File: src/rtl/flag_branch_unit.sv
// flag_branch_unit: architectural Z/V/N flag register with per-opcode update
// masks, branch condition resolution against forwarded next-state flags, a
// multi-cycle front-end flush sequence on taken branches, and saturating
// branch/taken statistics counters.
module flag_branch_unit #(
  parameter int unsigned FLUSH_CYCLES = 2,  // 1..15
  parameter int unsigned CNT_W        = 16
) (
  input  logic             clk,
  input  logic             rst_n,
  input  logic             stall,
  input  logic             ex_valid,
  input  logic             ex_setflags,
  input  logic [2:0]       ex_ALUop,
  input  logic             ov,
  input  logic             zr,
  input  logic             neg,
  input  logic             br_valid,
  input  logic [2:0]       br_ccc,
  output logic             flag_z,
  output logic             flag_v,
  output logic             flag_n,
  output logic             br_taken,
  output logic             flush,
  output logic [CNT_W-1:0] br_count,
  output logic [CNT_W-1:0] taken_count
);

  typedef enum logic {
    S_IDLE  = 1'b0,
    S_FLUSH = 1'b1
  } state_e;

  localparam logic [3:0] FLUSH_LOAD = 4'(FLUSH_CYCLES);

  state_e             state_q, state_d;
  logic [3:0]         fcnt_q, fcnt_d;
  logic               flag_z_q, flag_z_d;
  logic               flag_v_q, flag_v_d;
  logic               flag_n_q, flag_n_d;
  logic               br_taken_q, br_taken_d;
  logic               flush_q, flush_d;
  logic [CNT_W-1:0]   br_cnt_q, br_cnt_d;
  logic [CNT_W-1:0]   taken_cnt_q, taken_cnt_d;
  logic               upd_all, upd_z;
  logic               cond;

  // Statistics counters stick at all-ones instead of wrapping.
  function automatic logic [CNT_W-1:0] sat_inc(input logic [CNT_W-1:0] v);
    return (&v) ? v : v + CNT_W'(1);
  endfunction

  // Flag next-state: opcode selects which flags the EX instruction may write;
  // wrong-path instructions (during FLUSH) never touch the flags.
  always_comb begin
    // NOTE: every always_comb output gets a default first so no path leaves it
    // unassigned, which would otherwise infer a latch.
    upd_all = 1'b0;
    upd_z   = 1'b0;
    if (ex_valid && ex_setflags && !stall && (state_q == S_IDLE)) begin
      unique case (ex_ALUop)
        3'b000, 3'b010: upd_all = 1'b1;  // ADD, SUB: Z, V, N
        3'b001:         ;                // PADDSB: no flag change
        default:        upd_z   = 1'b1;  // logical / shifts: Z only
      endcase
    end
    flag_z_d = (upd_all || upd_z) ? zr  : flag_z_q;
    flag_v_d = upd_all            ? ov  : flag_v_q;
    flag_n_d = upd_all            ? neg : flag_n_q;
  end

  // Branch condition, evaluated on the forwarded (next-state) flags so a
  // flag-setting instruction in EX is visible to the branch in decode.
  always_comb begin
    unique case (br_ccc)
      3'b000:  cond = !flag_z_d;                 // NEQ
      3'b001:  cond = flag_z_d;                  // EQ
      3'b010:  cond = !flag_z_d && !flag_n_d;    // GT
      3'b011:  cond = flag_n_d;                  // LT
      3'b100:  cond = flag_z_d || !flag_n_d;     // GTE
      3'b101:  cond = flag_n_d || flag_z_d;      // LTE
      3'b110:  cond = flag_v_d;                  // OVF
      default: cond = 1'b1;                      // UNCOND
    endcase
  end

  // Branch / flush FSM next-state; stall freezes everything except the
  // single-cycle br_taken pulse, which always drops.
  always_comb begin
    state_d     = state_q;
    fcnt_d      = fcnt_q;
    br_taken_d  = 1'b0;
    flush_d     = flush_q;
    br_cnt_d    = br_cnt_q;
    taken_cnt_d = taken_cnt_q;
    if (!stall) begin
      unique case (state_q)
        S_IDLE: begin
          if (br_valid) begin
            br_cnt_d = sat_inc(br_cnt_q);
            if (cond) begin
              taken_cnt_d = sat_inc(taken_cnt_q);
              br_taken_d  = 1'b1;
              fcnt_d      = FLUSH_LOAD;
              flush_d     = 1'b1;
              state_d     = S_FLUSH;
            end
          end
        end
        S_FLUSH: begin
          // br_valid here belongs to a wrong-path instruction: ignored.
          fcnt_d = fcnt_q - 4'd1;
          if (fcnt_q == 4'd1) begin
            flush_d = 1'b0;
            state_d = S_IDLE;
          end
        end
      endcase
    end
  end

  // All state registers; asynchronous reset returns to IDLE from anywhere.
  always_ff @(posedge clk or negedge rst_n) begin
    // NOTE: sequential state uses non-blocking assignments so every register
    // samples its _d value from before the edge, independent of statement order.
    if (!rst_n) begin
      state_q     <= S_IDLE;
      fcnt_q      <= 4'd0;
      flag_z_q    <= 1'b0;
      flag_v_q    <= 1'b0;
      flag_n_q    <= 1'b0;
      br_taken_q  <= 1'b0;
      flush_q     <= 1'b0;
      br_cnt_q    <= '0;
      taken_cnt_q <= '0;
    end else begin
      state_q     <= state_d;
      fcnt_q      <= fcnt_d;
      flag_z_q    <= flag_z_d;
      flag_v_q    <= flag_v_d;
      flag_n_q    <= flag_n_d;
      br_taken_q  <= br_taken_d;
      flush_q     <= flush_d;
      br_cnt_q    <= br_cnt_d;
      taken_cnt_q <= taken_cnt_d;
    end
  end

  assign flag_z      = flag_z_q;
  assign flag_v      = flag_v_q;
  assign flag_n      = flag_n_q;
  assign br_taken    = br_taken_q;
  assign flush       = flush_q;
  assign br_count    = br_cnt_q;
  assign taken_count = taken_cnt_q;

endmodule

File: config.mk
export PLATFORM = sky130hd
export DESIGN_NAME = flag_branch_unit
export DESIGN_NICKNAME = d
export VERILOG_FILES = /design/src/rtl/flag_branch_unit.sv
export SDC_FILE = /design/constraint.sdc
export NUM_CORES = 1
export LEC_CHECK = 0
export BUFFER_PORTS_ARGS = -buffer_cell sky130_fd_sc_hd__buf_2
export CORE_MARGIN = 3
export CORE_UTILIZATION = 55
export CTS_CLUSTER_DIAMETER = 80
export DETAILED_ROUTE_END_ITERATION = 6
export GPL_TIMING_DRIVEN = 0
export PLACE_DENSITY = 0.92
export SYNTH_ARGS = -nofsm -noshare
export SYNTH_HDL_FRONTEND = slang
export SYNTH_SLANG_ARGS = --single-unit
File: constraint.sdc
create_clock -name clk -period 3.88 [get_ports clk]
set_input_delay 0.582 -clock clk [delete_from_list [all_inputs] [get_ports clk]]
set_output_delay 0.582 -clock clk [all_outputs]
set_load 0.03 [all_outputs]
# Yosys cells after proc, flatten, opt, wreduce, memory -nomap -nowiden
# Index checks and enable logic that the tools add are counted.
[totals] input_bits=15 regBits=42 elab_cells=69 output_inout_bits=37
[classes] n_bitwise=4 mux=21 n_eq_ne=12 n_addsub=3 n_reduce_logical=20
[op_table] cell="$add A16 B1 Y16 const B" count=2
[op_table] cell="$reduce_and A16 Y1" count=2
[op_table] cell="$mux W1" count=15
[op_table] cell="$eq A3 B2 Y1 const B" count=3
[op_table] cell="$eq A3 B3 Y1 const B" count=3
[op_table] cell="$mux W4" count=2
[op_table] cell="$pmux W4 S2" count=1
[op_table] cell="$reduce_and A4 Y1" count=2
[op_table] cell="$pmux W1 S7" count=1
[op_table] cell="$eq A3 B1 Y1 const B" count=2
[op_table] cell="$logic_not A3 Y1" count=2
[op_table] cell="$reduce_and A5 Y1" count=1
[op_table] cell="$eq A4 B1 Y1 const B" count=1
[op_table] cell="$logic_and A1 B1 Y1" count=4
[op_table] cell="$ne A2 B2 Y1 const B" count=2
[op_table] cell="$not A1 Y1" count=4
[op_table] cell="$pmux W1 S2" count=2
[op_table] cell="$sub A4 B1 Y4 const B" count=1
[op_table] cell="$logic_not A1 Y1" count=3
[op_table] cell="$logic_or A1 B1 Y1" count=3
[op_table] cell="$reduce_and A3 Y1" count=1
[op_table] cell="$reduce_or A3 Y1" count=1
[op_table] cell="$ne A2 B1 Y1 const B" count=1
[op_table] cell="$reduce_or A2 Y1" count=1

# Depth between registers and ports, before layout
[logic_depth] depth_word=13 ltp_mapped=10 mapped_depth_nobuf=9

# Worst setup path before layout
# OpenSTA, ideal clock, no wires.
[synth_path] kind="in2reg" from="input port stall" to="register taken_cnt_q[1] (netlist: taken_count[1])" required_ps=3752 setup_ps=128 arrival_ps=2467 setup_slack_ps=1285 cell_stages=8 n_path_buf=1 cell_sequence="nand4bb_1 -> clkbuf_2 -> or4_4 -> a211oi_2 -> nor3_1 -> nor3b_2 -> o21ai_2 -> mux2_1"
[synth_between] elab_chain_len=10 word_cells_on_any_way=17 cone_classes="mux (6); bitwise (1); reduce/logical (10)"
[synth_rtl] element="from (decl)" line_no="11" source="input logic stall,"
[synth_rtl] element="$logic_not A1 Y1"
[synth_rtl] element="$logic_and A1 B1 Y1 (2 in series)" line_no="60" source="if (ex_valid && ex_setflags && !stall && (state_q == S_IDLE)) begin"
[synth_rtl] element="$mux W1" line_no="60"
[synth_rtl] element="$logic_or A1 B1 Y1" line_no="67" source="flag_z_d = (upd_all || upd_z) ? zr : flag_z_q;"
[synth_rtl] element="$mux W1" line_no="67"
[synth_rtl] element="$logic_not A1 Y1" line_no="76, 78"
[synth_rtl] element="$logic_and A1 B1 Y1" line_no="78" source="3'b010: cond = !flag_z_d && !flag_n_d;"
[synth_rtl] element="$pmux W1 S7" line_no="75" source="unique case (br_ccc)"
[synth_rtl] element="$reduce_and A5 Y1 (no line) *"
[synth_rtl] element="to (signal assigned)" line_no="145" source="taken_cnt_q <= taken_cnt_d;"
[synth_rtl] element="to (decl)" line_no="44" source="logic [CNT_W-1:0] taken_cnt_q, taken_cnt_d;"
# Mark *: on every way between the ends. The rest lies on a longest branch, timed or not.
# A chain may end at the register's enable or synchronous reset.

# Worst setup path after layout
[layout_path] from="register state_q" to="register taken_cnt_q[1] (netlist: taken_count[1])"
[layout_between] elab_chain_len=9 word_cells_on_any_way=15 cone_classes="mux (6); bitwise (1); reduce/logical (8)"
[layout_rtl] element="from (decl)" line_no="36" source="state_e state_q, state_d;"
[layout_rtl] element="from (signal assigned)" line_no="137" source="state_q <= state_d;"
[layout_rtl] element="$not A1 Y1 (no line) *"
[layout_rtl] element="$logic_and A1 B1 Y1" line_no="60"
[layout_rtl] element="$mux W1" line_no="60"
[layout_rtl] element="$logic_or A1 B1 Y1" line_no="67"
[layout_rtl] element="$mux W1" line_no="67"
[layout_rtl] element="$logic_not A1 Y1" line_no="76, 78"
[layout_rtl] element="$logic_and A1 B1 Y1" line_no="78"
[layout_rtl] element="$pmux W1 S7" line_no="75"
[layout_rtl] element="$reduce_and A5 Y1 (no line) *"
# Marks and branches as above.

==> metrics.md <==
| Metric | Value |
|---|---|
| Status | finished clean |
| Worst Setup Slack, final | 1.22 ns |
| Most area-consuming cells after synthesis | dfrtp_1 (51%), xnor2_1 (8.0%), xor2_1 (5.5%) |
| Synth cell types | 43 |
| Vias in the first global route | roughly 1500 |
| Max Clk Rate | 0.375 GHz |
| Die Ht | approximately 68 um |
| Met1 wire length | 1750 um |
| Ys async rst share | 100% |
| Largest net degree at the start of global routing | 43 |
| Antenna violations before repair | 0 |
| Routed vias/inst | roughly 5.4 |
| Setup Skew | 0.00354 ns |
| CP top delay family | simple AND/OR/NAND/NOR gates |
| First-pass GRT wire length | around 6800 um |
| CP required | roughly 4.1 ns |
| Number of I/O pins | between 50 and 60 |
| Layout area overhead | 19.5% |
| Final min period | 2.66 ns |
| Rel. slew slack | between 40 and 50% |
| Mapped Avg Cell Area | between 10 and 15 sq um |
| Hold/Removal Path Class | input port to asynchronous set/reset pin |
| Crit path kind | flop to flop |
| RSZ-0062 raised after global routing | no |
| Core ar. | 3490 sq um |
| Buf/Inv on CP | 1 |
| Total number of H-tree levels | 2 |
| Worst slack, placed | approximately 0.94 ns |
| Placed cell area | around 2400 sq um |
| Post-synth top area share | 50.5% |
| Detailed-placement wirelength estimate | 3060 um |
| Main synth FF type | dfrtp_1 |
| Clock slew at reported path FFs | approximately 0.08 ns |
| Final net count | 275 |
| CTS tree | built |
| Share of layout cells above drive strength 1 | 27.6% |
| Die W | 67.5 um |
| Pins Over Slew Limit | 0 |
| Total Wirelength | about 4200 um |
| #FFs+latches synth | 42 |
| Crit-path max cell delay | around 0.5 ns |
| Gr usage total | about 20% |
| DR vias | 1623 |
| Postcts setup bufs | 0 |
| Clock tree buffer depth | 2 |
| Clock Latency Late Sink | between 0.3 and 0.4 ns |
| Count of final setup violators | 0 |
| DR WL met3 | ~290 um |
| CTS root buf | clkbuf_8 |
| Hold slack | 0.392 ns |
| Diode count | 0 |
| Final hold violations | 0 |
| Placer Congestion | 0.765 |
| EDFF count, synth | 0 |
| Row cnt | 21 |
| I/O Buffers | approximately 50 |
| PD cells | between 500 and 600 nW/um^2 |
| Slowest cell on crit path | or4_4 |
| GRT overflow | 0 |
| CP arrival | around 2.9 ns |
| Post-route ant nets | 0 |
| Maximum Capacitance Violations | 0 |
| DIE AREA | 4560 sq um |
| Register area share after synthesis | between 50% and 60% |
| Crit Path Max Fanout | 9 |
| Top post-synthesis cells by count | dfrtp_1 (42), xnor2_1 (19), nand2_1 (18), nor2_1 (18), xor2_1 (13) |
| Crit share post-route | a little under 70% |
| Initial Util | 59.5% |
| Num CTS Buffers | 5 |
| CTS Hold Bufs | 0 |
| DRC violation count after routing | 0 |
| # fillers | ~290 |
| Highest routed layer | met4 |
| Post-synth net total | ~220 |
| Top-count cell post-synth | dfrtp_1 |
| Final Cell Area | approximately 2500 sq um |
| Max VDD drop | between 0.4 and 0.5 mV |
| Leakage | 1.27 nW |
| Fin util | between 70% and 80% |
| DR iter-0 viols | 111 |
| WL/cell | 13.7 um |
| Metal2 WL | approximately 2000 um |
| Worst setup SP type | flop |
| Count of yosys warnings during synthesis | 0 |
| Post-route setup TNS | 0 ns |
| TritonRoute pass-1 iters | 6 |
| Area leader, netlist | dfrtp_1 |
| # clock sinks | 42 |
| CP Capture Type | flop |
| FF-to-FF setup slack | 1.22 ns |
| Critical Path, Cell by Cell | nand4bb_1, clkbuf_2, or4_4, a211oi_2, nor3_1, nor3b_2, o21ai_2, mux2_1 |
| Syn Inst Count | between 150 and 200 |
| Synthesized area | approximately 2100 sq um |
| Worst-Margin Slew | between 0.8 and 0.9 ns |
| Post-CTS resize count | 0 |
## final cells by class
class | count | area [sq um] | share of cell area, %
sequential | 42 | 1050 | 42.3
multi-input combinational | 146 | 983 | 39.6
timing repair buffer | 51 | 255 | 10.3
clock buffer | 5 | 68.8 | 2.77
tap | 46 | 57.6 | 2.32
inverter | 7 | 26.3 | 1.06
clock inverter | 3 | 23.8 | 0.956
buffer | 3 | 20.0 | 0.805
## registers in the layout, indices dropped and copies added, names as in the netlist
name and count:
br_count 16, br_taken 1, fcnt_q 4, flag_n 1, flag_v 1, flag_z 1
flush 1, state_q 1, taken_count 16
## metal layers
metal	up-vias	global-route usage [%]
met3	6	6.82
met4	0	6.84
met1	772	24.7
met5	-	0
li1	805	-
met2	40	34.1
## power breakdown
| group | internal [mW] | switching (mW) | total [mW] |
|---|---|---|---|
| Sequential | 0.525 | 0.0873 | 0.613 |
| Combinational | 0.166 | 0.282 | 0.447 |
| Clock | 0.129 | 0.164 | 0.293 |
## cell usage in the layout, fill, tap and decap left out, types with 2 or more instances in the layout
cell type   count
nor4_1          2
dfrtp_1        42
nor2_1         18
mux2_2          2
xnor2_1        19
nand2b_1        3
buf_2          51
nor3_1          5
clkbuf_8        5
o21ai_0         7
xor2_1         13
or2_2           3
a21oi_1         2
nand4_1         5
nand3_1        11
clkinvlp_4      2
nor3b_1         2
ha_1            4
inv_1           7
nand2_1        18
and3_1          5
o211a_1         2
and4_1          5
## metrics by stage
stage,total power [mW],std cells
global route,1.44,303
floorplan,0.934,198
detailed placement,1.07,295
finish,1.35,303
global placement,1.05,295
CTS,1.37,303
## path summary, 6_finish.rpt
kind	start	to	depth (start not counted)
worst min-delay path	rst_n	flag_v	1
max in group asynchronous	rst_n	br_count[3]	1
worst min register to register	taken_count[10]	taken_count[10]	1
worst max-delay path	state_q	taken_count[1]	8
min in group clk	taken_count[10]	taken_count[10]	1
worst max register to register	state_q	taken_count[1]	8
## logic make-up after synthesis
kind of cell / share of synthesized area (%)
and+or+nand+nor: 22.2
DFF: 50.5
xor gates and xnor gates: 13.5
AOI/OAI and AO/OA: 7.04
buffers and inverters: 2.22
muxes: 2.10
adders and majority gates: 2.41
(Power assumes the default switching activity.)
